### src/rtl/cpu_pkg.sv
// rtl/cpu_pkg.sv - shared types and constants for the CPU fetch front end
package cpu_pkg;

    localparam int unsigned PC_W = 16;

    // Fetch sequencer states
    typedef enum logic [1:0] {
        ST_BOOT   = 2'd0,
        ST_FETCH  = 2'd1,
        ST_DRAIN  = 2'd2,
        ST_HALTED = 2'd3
    } seq_state_t;

    // Branch condition codes
    localparam logic [2:0] COND_NE     = 3'b000;
    localparam logic [2:0] COND_EQ     = 3'b001;
    localparam logic [2:0] COND_GT     = 3'b010;
    localparam logic [2:0] COND_LT     = 3'b011;
    localparam logic [2:0] COND_GE     = 3'b100;
    localparam logic [2:0] COND_LE     = 3'b101;
    localparam logic [2:0] COND_OVF    = 3'b110;
    localparam logic [2:0] COND_UNCOND = 3'b111;

    // Bit positions inside the {Z,V,N} flag vector
    localparam int unsigned FLAG_Z = 2;
    localparam int unsigned FLAG_V = 1;
    localparam int unsigned FLAG_N = 0;

endpackage

### src/rtl/branch_cond_eval.sv
// rtl/branch_cond_eval.sv - decides whether a conditional branch is taken
// Ports:
//   br_cond - 3-bit condition code
//   flags   - {Z,V,N} flag register
//   taken   - condition satisfied
module branch_cond_eval
    import cpu_pkg::*;
(
    input  logic [2:0] br_cond,
    input  logic [2:0] flags,
    output logic       taken
);

    logic z;
    logic v;
    logic n;

    assign z = flags[FLAG_Z];
    assign v = flags[FLAG_V];
    assign n = flags[FLAG_N];

    always_comb begin
        taken = 1'b0;
        case (br_cond)
            COND_NE:     taken = ~z;
            COND_EQ:     taken = z;
            COND_GT:     taken = ~z & ~n;
            COND_LT:     taken = n;
            COND_GE:     taken = z | ~n;
            COND_LE:     taken = n | z;
            COND_OVF:    taken = v;
            COND_UNCOND: taken = 1'b1;
            default:     taken = 1'b0;
        endcase
    end

endmodule

### src/rtl/pc_sequencer.sv
// rtl/pc_sequencer.sv - program counter and instruction fetch sequencer
// Ports:
//   clk, rst                 - clock, async active-low reset
//   imem_req/addr/valid      - instruction memory fetch handshake
//   stall, halt              - decode back-pressure and HLT
//   br_valid/cond/offset/pc_plus2, flags - conditional branch resolve
//   jr_valid, jr_target      - register jump resolve
//   pc_out, pc_plus2         - current PC and its sequential successor
//   inst_valid               - fetched word accepted by decode
//   redirect                 - flush younger instructions (combinational)
//   halted                   - sequencer frozen until reset
module pc_sequencer
    import cpu_pkg::*;
#(
    parameter logic [PC_W-1:0] RESET_PC = 16'h0000,
    parameter int unsigned     PC_STEP  = 2
)
(
    input  logic            clk,
    input  logic            rst,
    output logic            imem_req,
    output logic [PC_W-1:0] imem_addr,
    input  logic            imem_valid,
    input  logic            stall,
    input  logic            halt,
    input  logic            br_valid,
    input  logic [2:0]      br_cond,
    input  logic [8:0]      br_offset,
    input  logic [PC_W-1:0] br_pc_plus2,
    input  logic [2:0]      flags,
    input  logic            jr_valid,
    input  logic [PC_W-1:0] jr_target,
    output logic [PC_W-1:0] pc_out,
    output logic [PC_W-1:0] pc_plus2,
    output logic            inst_valid,
    output logic            redirect,
    output logic            halted
);

    localparam logic [PC_W-1:0] STEP = PC_W'(PC_STEP);

    seq_state_t      state;
    logic [PC_W-1:0] pc;
    logic [PC_W-1:0] drain_addr;  // address of the request still outstanding after a redirect
    logic            halt_pend;   // halt seen while draining; freeze once the drain completes

    logic            br_taken;
    logic            active;
    logic            block;
    logic            take_jr;
    logic            take_br;
    logic [PC_W-1:0] br_target;
    logic [PC_W-1:0] jr_aligned;
    logic [PC_W-1:0] redirect_pc;

    branch_cond_eval u_cond (
        .br_cond (br_cond),
        .flags   (flags),
        .taken   (br_taken)
    );

    // Word offset is sign-extended and scaled to bytes; the sum wraps naturally
    assign br_target  = br_pc_plus2 + {{6{br_offset[8]}}, br_offset, 1'b0};
    assign jr_aligned = {jr_target[PC_W-1:1], 1'b0};

    assign active = (state == ST_FETCH) || (state == ST_DRAIN);
    // Once halt is seen, no further control flow changes are honoured
    assign block  = halt || halt_pend;

    assign take_jr     = active && !block && jr_valid;
    assign take_br     = active && !block && !jr_valid && br_valid && br_taken;
    assign redirect    = take_jr || take_br;
    assign redirect_pc = take_jr ? jr_aligned : br_target;

    assign inst_valid = (state == ST_FETCH) && !halt && !redirect && !stall && imem_valid;

    assign imem_req  = active;
    assign imem_addr = (state == ST_FETCH) ? pc :
                       (state == ST_DRAIN) ? drain_addr : '0;
    assign halted    = (state == ST_HALTED);
    assign pc_out    = pc;
    assign pc_plus2  = pc + STEP;

    always_ff @(posedge clk or negedge rst) begin
        if (!rst) begin
            state      <= ST_BOOT;
            pc         <= RESET_PC;
            drain_addr <= '0;
            halt_pend  <= 1'b0;
        end else begin
            case (state)
                ST_BOOT: begin
                    state <= ST_FETCH;
                end

                ST_FETCH: begin
                    if (halt) begin
                        state <= ST_HALTED;
                    end else if (redirect) begin
                        pc <= redirect_pc;
                        // A response arriving with the redirect closes the old request;
                        // otherwise wait for it with the old address still on the bus.
                        if (!imem_valid) begin
                            drain_addr <= pc;
                            state      <= ST_DRAIN;
                        end
                    end else if (inst_valid) begin
                        pc <= pc_plus2;
                    end
                end

                ST_DRAIN: begin
                    if (redirect) begin
                        pc <= redirect_pc;
                    end
                    if (halt) begin
                        halt_pend <= 1'b1;
                    end
                    if (imem_valid) begin
                        halt_pend <= 1'b0;
                        state     <= block ? ST_HALTED : ST_FETCH;
                    end
                end

                ST_HALTED: begin
                    state <= ST_HALTED;
                end

                default: begin
                    state <= ST_BOOT;
                end
            endcase
        end
    end

endmodule

### config.mk
export PLATFORM = sky130hd
export DESIGN_NAME = pc_sequencer
export DESIGN_NICKNAME = d
export VERILOG_FILES = /design/src/rtl/cpu_pkg.sv /design/src/rtl/branch_cond_eval.sv /design/src/rtl/pc_sequencer.sv
export SDC_FILE = /design/constraint.sdc
export NUM_CORES = 1
export LEC_CHECK = 0
export ABC_AREA = 1
export CORE_UTILIZATION = 40
export CTS_CLUSTER_SIZE = 12
export DETAILED_ROUTE_END_ITERATION = 6
export PLACE_DENSITY_LB_ADDON = 0.25
export SYNTH_ARGS = -nofsm -noshare
export SYNTH_HDL_FRONTEND = slang
export SYNTH_SLANG_ARGS = --single-unit
### constraint.sdc
create_clock -name clk -period 2.3 [get_ports clk]
set_clock_uncertainty 0.05 [all_clocks]
set_input_delay 0.46 -clock clk [delete_from_list [all_inputs] [get_ports clk]]
set_output_delay 0.46 -clock clk [all_outputs]
set_load 0.02 [all_outputs]
======== Word level (Yosys, flattened, before mapping) ========
Index checks and enable logic that the tools add are counted.
word-level totals
  flip-flop bits (word level) ............. 35
  logic and storage cells ................. 71
  output and inout port bits .............. 52
  input port bits ......................... 54
operators by class
  muxes and demuxes ....................... 17
  equal/unequal tests ..................... 16
  reduce and logical (&&, ||, !) cells .... 25
  $add $sub $neg .......................... 2
  bitwise logic cells ..................... 7
operator list
  cell                                            number
  two-way mux 16 bit                              7
  case mux 16 bit (2 select lines)                1
  adder 16 bit                                    1
  adder 16 x 2 -> 16 bit (second input constant)  1
  == test 3 bit (second input constant)           4
  two-way mux 2 bit                               5
  logical AND 1 bit                               9
  != test 3 bit (second input constant)           3
  case mux 1 bit (8 select lines)                 1
  case mux 2 bit (4 select lines)                 1
  AND reduction 4 bit                             2
  == test 3 x 2 -> 1 bit (second input constant)  2
  != test 2 bit (second input constant)           3
  zero test 1 bit                                 5
  == test 2 bit (second input constant)           2
  inverter 1 bit                                  4
  nonzero test 2 bit                              2
  == test 3 x 1 -> 1 bit (second input constant)  1
  zero test 3 bit                                 1
  logical OR 1 bit                                3
  AND reduction 3 bit                             1
  == test 2 x 1 -> 1 bit (second input constant)  1
  zero test 2 bit                                 1
  two-way mux 1 bit                               2
  other kinds (3)                                 4

======== Logic depth before layout (Yosys ltp) ========
Gate-level depths: netlist of the first run.
  word-level depth ........................ 15
  depth in mapped cells ................... 14

======== Cells and area by module ========
A second synthesis of the first run with hierarchy kept.
second synthesis, totals
  cells, all modules ...................... 545
  area total of the unflattened synthesis .. 3329.4 µm²
by module, submodules not included
  module            cells each  times used  area each (µm²)  sequential area each (µm²)
  pc_sequencer      530         1           3258.1           875.8
  branch_cond_eval  15          1           71.3             0.0

======== Worst setup path before layout of the first run ========
No wires, ideal clock.
  kind .................................... register -> output
  start point ............................. register state[1]
  end point ............................... output inst_valid
  arrival ................................. 1.816 ns
  setup slack ............................. -0.026 ns
  stages on the path, launching flop included .. 7
  cell sequence ........................... dfrtp_1 > inv_1 > ha_1 > and3_4 > nand3_4 > nand2_8 > nor3_1
on the way
  word-level cells in the longest chain between the ends .. 11
RTL lines
  element                                                  line                                    text
  start, declared                                          pc_sequencer.sv:42                      seq_state_t state;
  start signal, assigned                                   pc_sequencer.sv:121                     state <= block ? ST_HALTED : ST_FETCH;
  == test 2 x 1 -> 1 bit or == test 2 bit (tied branches)  pc_sequencer.sv:66                      assign active = (state == ST_FETCH) || (state == ST_DRAIN);
  logical OR 1 bit *                                       pc_sequencer.sv:66
  named net imem_req                                       pc_sequencer.sv:21                      output logic imem_req,
  logical AND 1 bit *                                      pc_sequencer.sv:70, pc_sequencer.sv:71
  logical AND 1 bit (3 in a row)                           pc_sequencer.sv:71                      assign take_br = active && !block && !jr_valid && br_valid && br_taken;
  logical OR 1 bit *                                       pc_sequencer.sv:72                      assign redirect = take_jr || take_br;
  named net redirect                                       pc_sequencer.sv:36                      output logic redirect,
  zero test 1 bit *                                        pc_sequencer.sv:75                      assign inst_valid = (state == ST_FETCH) && !halt && !redirect && !stall && imem_valid;
  logical AND 1 bit * (3 in a row)                         pc_sequencer.sv:75
  end, declared                                            pc_sequencer.sv:35                      output logic inst_valid,
The timed path passes the listed nets; every way through them passes the cells marked *.

======== Worst setup path in the final report of the first run ========
  start point ............................. register pc[1], in the netlist pc_out[1]
  end point ............................... output pc_plus2[11]
on the way
  word-level cells in the longest chain between the ends .. 1
RTL lines
  element                 line                 text
  start, declared         pc_sequencer.sv:43   logic [PC_W-1:0] pc;
  start signal, assigned  pc_sequencer.sv:100  pc <= redirect_pc;
  start signal, assigned  pc_sequencer.sv:108  pc <= pc_plus2;
  start signal, assigned  pc_sequencer.sv:114  pc <= redirect_pc;
  adder 16 x 2 -> 16 bit  pc_sequencer.sv:82   assign pc_plus2 = pc + STEP;
  end, declared           pc_sequencer.sv:34   output logic [PC_W-1:0] pc_plus2,
No other way between the ends.

==> results.json, run 1 <==
{
  "finalCritPeriodShare_pct": 97.8,
  "die_h_um": 94.7,
  "coreArea_mm2": 0.00826,
  "fmax_mhz": 445,
  "syn-cell-area_mm2": 0.00344,
  "clkPwrFrac_pct": 7.6,
  "die_x_um": 94.7,
  "arrival_ns": 1.74,
  "vias": 3924,
  "cts_buffers": 5,
  "h-tree-depth": 2,
  "fillers": 807,
  "slew_viol_final": 0,
  "n_antenna_cell": 0,
  "worst_slew_pin_slew_ns": 0.481,
  "io_buffers": 104,
  "reg2reg_from": "state[0]",
  "cts_buffer_depth": 2,
  "reg2regPathDepth": 11,
  "required_ns": 1.79,
  "min_to": "drain_addr[3]",
  "hold_path.class": "reg -> reg",
  "syn_avg_cell_area_um2": 6.40,
  "synth.area.top_cells": "dfrtp_1 25%, nand2_1 19%, nand3_1 9.6%",
  "start_util_pct": 41.6,
  "grt.overflow.total": 0,
  "r2r_end": "pc_out[1]",
  "io_pins": 106,
  "cts_sinks": 35,
  "critPathLaunchType": "flop",
  "yosys.area.top_type_share_pct": 25.5,
  "finish.utilization_pct": 61.0,
  "hold_start": "drain_addr[3]",
  "dp_hpwl_um": 8240,
  "rrSetupSlack_ns": 0.16,
  "vias_per_cell": 4.89,
  "seq_power_share_pct": 18.8,
  "synth_cell_type_count": 35,
  "cp_slowest_stage_delay_ns": 0.37,
  "endpoint_kind": "output port",
  "tritoncts": "done",
  "pwr-share-comb_pct": 73.5,
  "wl_per_cell_um": 12.9,
  "hold_depth": 2,
  "grt_pass1_wl_um": 16500,
  "finalWirelength_um": 10300,
  "drc": 0,
  "cap_violations": 0,
  "drt-pass1-iter-count": 4,
  "clockRootBuffer": "clkbuf_8",
  "grt_use_total_pct": 23.6,
  "internal_power_uw": 2940,
  "antenna_found_initial": 0,
  "drtAntennaViolNets": 0,
  "rows": 33,
  "grt_pass1_vias": 3593,
  "synthToLayoutAreaGrowth_pct": 46.5,
  "critPathKind": "reg -> out",
  "clk_latency_ns": 0.30,
  "total_power_uw": 5990,
  "layout-drive-gt1-share_pct": 19.5,
  "critPathBufInv": 4,
  "path_clk_slew_ns": 0.08,
  "period_minus_slack_ns": 2.25,
  "cp_max_fo": 4,
  "cp_cell_sequence": "ha_2 -> nand3_2 -> inv_2 -> buf_4 -> nand2_1 -> nor2_2 -> xor2_2 -> inv_1 -> buf_2",
  "synth_seq_cells": 35,
  "nets": 771,
  "setup_violations": 0,
  "cp_top_family": "buffers and inverters",
  "crit_slowest_cell": "dfrtp_1",
  "switchingPower_uw": 3050,
  "ys_warn_count": 0,
  "status": "completed",
  "grt_max_degree": 36,
  "syn_inst": 537,
  "die_area_mm2": 0.00896,
  "synth_nets": 611,
  "synth_top_area_cell": "dfrtp_1",
  "rsz0062_at_grt": "yes",
  "power.leakage_uw": 0.00263,
  "peakVddDrop_mv": 0.653,
  "drt-initial-drc-count": 219,
  "finalHoldViolations": 0,
  "synth_seq_area_share_pct": 25.5,
  "relSlewSlack_pct": 67.9,
  "switching_share_pct": 50.9,
  "cellPowerDensity_mw_per_mm2": 1190,
  "gp_congestion": 0.905
}
==> final cells by class <==
class                      instances  area (µm²)  share of cell area [%]
clock buffer                       6        72.6                    1.44
clock inverter                     2        12.5                   0.249
inverter                          75         284                    5.64
multi-input combinational        411        2220                    44.1
sequential                        35         877                    17.4
tap                              105         131                    2.61
timing repair buffer             169        1440                    28.5
==> cell usage after synthesis <==
cell type  number
and2_1          3
inv_4           1
clkbuf_1        5
o21ai_1        18
nand3_4         3
nand4_1         9
nor2_2          1
nand4_2         1
buf_4           2
a21oi_1        10
inv_1          72
nand2_2         1
ha_1           19
nor2_1         45
and3_4          1
nor3_1          4
fa_1            1
buf_2           4
nand2_4         1
nor2_4          2
nand3b_1        1
o21ai_0        27
dfrtp_1        35
buf_6           4
nand2_8         2
or2_2           3
buf_12          1
nand3_1        66
xnor2_1         2
xor2_1         12
or2_1           3
nand2_1       171
o211ai_2        3
inv_2           2
nand3_2         2
==> metrics by stage <==
stage	setup WS (ns)	area (µm²)	std cells	hold WS, ns	setup TNS [ns]
after floorplan	0.152	3440	537	0.114	0
after global placement	-0.406	4990	793	0.422	-2.86
after detailed placement	-0.431	4990	793	0.429	-3.34
after CTS	0.00343	5050	802	0.448	0
after global routing	-0.116	5030	803	0.470	-0.178
final	0.0508	5030	803	0.445	0
==> metal layers <==
metal / track usage, % / up-vias / part of all wire (%)
li1: - / 2027 / -
met1: 32.0 / 1772 / 46
met2: 39.3 / 116 / 47
met3: 3.46 / 9 / 5.4
met4: 5.81 / 0 / 1.1
met5: 0 / - / 0
==> flip-flops by register name, indices dropped and copies added, names as in the netlist <==
signal	count
drain_addr	16
pc_out	16
state	2
halt_pend	1
==> layout by cell type (no fill, tap or decap), drive strengths merged, types with 4 or more instances in the layout <==
cell,instances
nand4,10
nand2,175
nand3,71
o21ai,45
or2,6
clkbuf,27
dfrtp,35
a21oi,10
nor3,4
ha,19
nor2,48
inv,75
xor2,12
clkdlybuf4s50,68
buf,71
dlymetal6s2s,4
==> worst max path at each step <==
| stage | slack [ns] | cells past startpoint | endpoint | start |
|---|---|---|---|---|
| after detailed placement | -0.43 | 11 | inst_valid | br_cond[1] |
| after CTS | 0.003 | 7 | imem_addr[9] | state[0] |
| after global placement | -0.41 | 11 | inst_valid | br_cond[1] |
| final | 0.05 | 9 | pc_plus2[11] | pc_out[1] |
| after floorplan | 0.15 | 6 | inst_valid | state[1] |
| after global routing | -0.12 | 9 | pc_plus2[11] | pc_out[1] |
==> cells by family (layout without fill, tap and decap cells) <==
logic type / count (synthesis) / after routing / synth area share (%)
XOR/XNOR: 14 / 14 / 3.57
buffers and inverters: 91 / 252 / 11.7
AND/OR/NAND/NOR: 319 / 319 / 42.6
flip-flops: 35 / 35 / 25.5
adder cells (fa/ha/maj): 20 / 20 / 7.50
AO/OA/AOI/OAI: 58 / 58 / 9.10
==> timing repair <==
action | in CTS | in global routing
endpoints found under the setup margin | 32 | 42
hold buffers | 0 | 0
pin swaps | 1 | 3
setup buffers | 1 | 1
gates resized for setup | 59 | 73
==> worst min-delay path: stages (launching register included) <==
cell,delay [ns]
dfrtp_1,0.35
nand2_1,0.05
o21ai_1,0.06
==> power groups by stage <==
stage | Sequential, µW | Clock (µW) | Combinational [µW]
final | 1130 | 457 | 4400
after global routing | 1160 | 502 | 4830
after CTS | 1120 | 465 | 4420
after detailed placement | 1130 | 0 | 4570
after global placement | 1110 | 0 | 4500
after floorplan | 1310 | 0 | 2500
(Power assumes the default switching activity.)
==> run 2, diff against run 1 <==
Clock period 2.3 ns to 2.1 ns, I/O delays scaled along.
==> run 2 against run 1 <==
Compared with the run above:
- the run now ends with negative setup slack left
- final cell count rose by 5.1%
- total power rose by 40%
- sequential power rose by 12%
- register-to-register slack got worse by 0.12 ns
- critical path type unchanged
- largest power group unchanged
- combinational power rose by 47%
- design area rose by 20%
- highest routed layer unchanged
- largest cell class unchanged
- first-iteration DRC count rose by 19%
- flip-flop and latch count did not move
- count of clock-buffer cells in the layout fell by 1
- global-route usage rose by 3.4 points
==> results.json, run 2 (synthesized netlist as in run 1, its figures left out) <==
{
  "vias_per_cell": 5.20,
  "finalCritPeriodShare_pct": 105,
  "die_x_um": 94.7,
  "switching_share_pct": 48.2,
  "setup_violations": 6,
  "pre_cts_slack_ns": -0.584,
  "switchingPower_uw": 4030,
  "fillers": 630,
  "clockRootBuffer": "clkbuf_8",
  "synthToLayoutAreaGrowth_pct": 76.2,
  "drt-initial-drc-count": 261,
  "tritoncts": "done",
  "slew_viol_final": 0,
  "start_util_pct": 41.6,
  "io_buffers": 104,
  "layout-drive-gt1-share_pct": 34.1,
  "seq_power_share_pct": 15.2,
  "cts_buffers": 5,
  "critPathLaunchType": "flop",
  "total_power_uw": 8370,
  "pwr-share-comb_pct": 77.0,
  "required_ns": 1.63,
  "clkPwrFrac_pct": 7.7,
  "internal_power_uw": 4340,
  "fin_ws_ns": -0.0973,
  "rows": 33,
  "rsz0062_at_grt": "yes",
  "grt_use_total_pct": 27.0,
  "io_pins": 106,
  "failed_checks": "negative setup slack",
  "cts_buffer_depth": 2,
  "worst_slew_pin_slew_ns": 0.488,
  "multiInputGateArea_mm2": 0.00264,
  "grt_pass1_wl_um": 18800,
  "grt_max_degree": 36,
  "arrival_ns": 1.73,
  "finalWirelength_um": 12900,
  "layout_common_cells": "158 x nand2_1, 100 x buf_4, 61 x inv_1",
  "n_antenna_cell": 0,
  "die_h_um": 94.7,
  "grt_pass1_vias": 4189,
  "cellPowerDensity_mw_per_mm2": 1380,
  "h-tree-depth": 2,
  "status": "complete, but fails checks",
  "final_common_cell": "nand2_1",
  "peakVddDrop_mv": 0.950,
  "drtAntennaViolNets": 0,
  "drc": 0,
  "dp_hpwl_um": 8530,
  "cp_max_fo": 2,
  "period_minus_slack_ns": 2.20,
  "critPathKind": "reg -> out",
  "grt.overflow.total": 0,
  "power.leakage_uw": 0.00302,
  "endpoint_kind": "output port",
  "relSlewSlack_pct": 67.5,
  "drt-pass1-iter-count": 5,
  "nets": 812,
  "cap_violations": 0,
  "finalHoldViolations": 0,
  "hold_path.class": "reg -> reg",
  "fmax_mhz": 455,
  "antenna_found_initial": 0,
  "regArea_um2": 878,
  "path_clk_slew_ns": 0.09,
  "coreArea_mm2": 0.00826,
  "clk_latency_ns": 0.31,
  "gp_congestion": 0.928,
  "vias": 4388,
  "die_area_mm2": 0.00896,
  "cts_sinks": 35,
  "wl_per_cell_um": 15.3
}
## run 2: cell count changes in the layout (fill, tap and decap cells not counted), sizes merged, moves of 2 or more
cell           before  now
buf                71  133
clkbuf             27   10
clkdlybuf4s15       2    0
clkdlybuf4s50      68   58
dlygate4sd2         3    7
dlymetal6s2s        4    7
## run 2: layer usage
metal,GRT usage (%),wire [µm],vias to the layer above
li1,-,-,2119
met1,32.2,5240,2060
met2,49.2,6480,176
met3,4.51,878,33
met4,8.08,330,0
met5,0,0,-
## run 2: metrics by stage
stage	std cells	cell area [µm²]	utilization (%)	TNS, ns	hold slack, ns
2_1_floorplan	537	3450	-	0	0.0744
3_3_place_gp	807	5130	62.1	-9.25	0.423
3_5_place_dp	807	5130	62.1	-11.21	0.429
4_1_cts	827	5430	65.7	-0.119	0.448
5_1_grt	844	6050	73.3	-0.995	0.474
6_report	844	6050	73.3	-0.278	0.446
## run 2: what timing repair did
item	in CTS	in global routing
resized for setup	200	116
pin swaps	15	27
hold buffers	0	0
setup buffers	10	14
setup endpoints to repair	46	46
cloned	2	4
## run 2: final cells by class
class | instances | share of cell area (%)
well taps | 105 | 2.17
clock inverters | 3 | 0.723
flip-flops and latches | 35 | 14.5
inverters | 75 | 4.88
repair buffers | 210 | 33.0
clock buffers | 5 | 1.14
multi-input cells | 411 | 43.6
## run 2: power groups by stage
stage          Combinational (µW)  Clock, µW  Sequential (µW)
6_report                     6450        648             1270
5_1_grt                      6870        675             1300
4_1_cts                      5520        640             1220
3_5_place_dp                 5290          0             1230
3_3_place_gp                 5200          0             1210
2_1_floorplan                2740          0             1430
## run 2: path summary, 6_finish.rpt
path | from | slack, ns | depth (start not counted) | to
worst min-delay path | drain_addr[4] | 0.45 | 2 | drain_addr[4]
worst max-delay path | pc_out[1] | -0.1 | 9 | pc_plus2[11]
worst min register to register | drain_addr[4] | 0.45 | 2 | drain_addr[4]
worst max register to register | state[1] | 0.04 | 12 | pc_out[14]
max in group asynchronous | rst | 1.13 | 2 | pc_out[4]
min in group asynchronous | rst | 0.49 | 2 | halt_pend
## run 2: worst max-delay path, cell delays in order, from the launching register on
cell and delay (ns):
dfrtp_1 0.43, ha_4 0.18, nand3_4 0.10, inv_4 0.09, buf_6 0.11, nand2_4 0.05, nor2_4 0.10, xor2_2 0.15
inv_1 0.07, buf_6 0.13
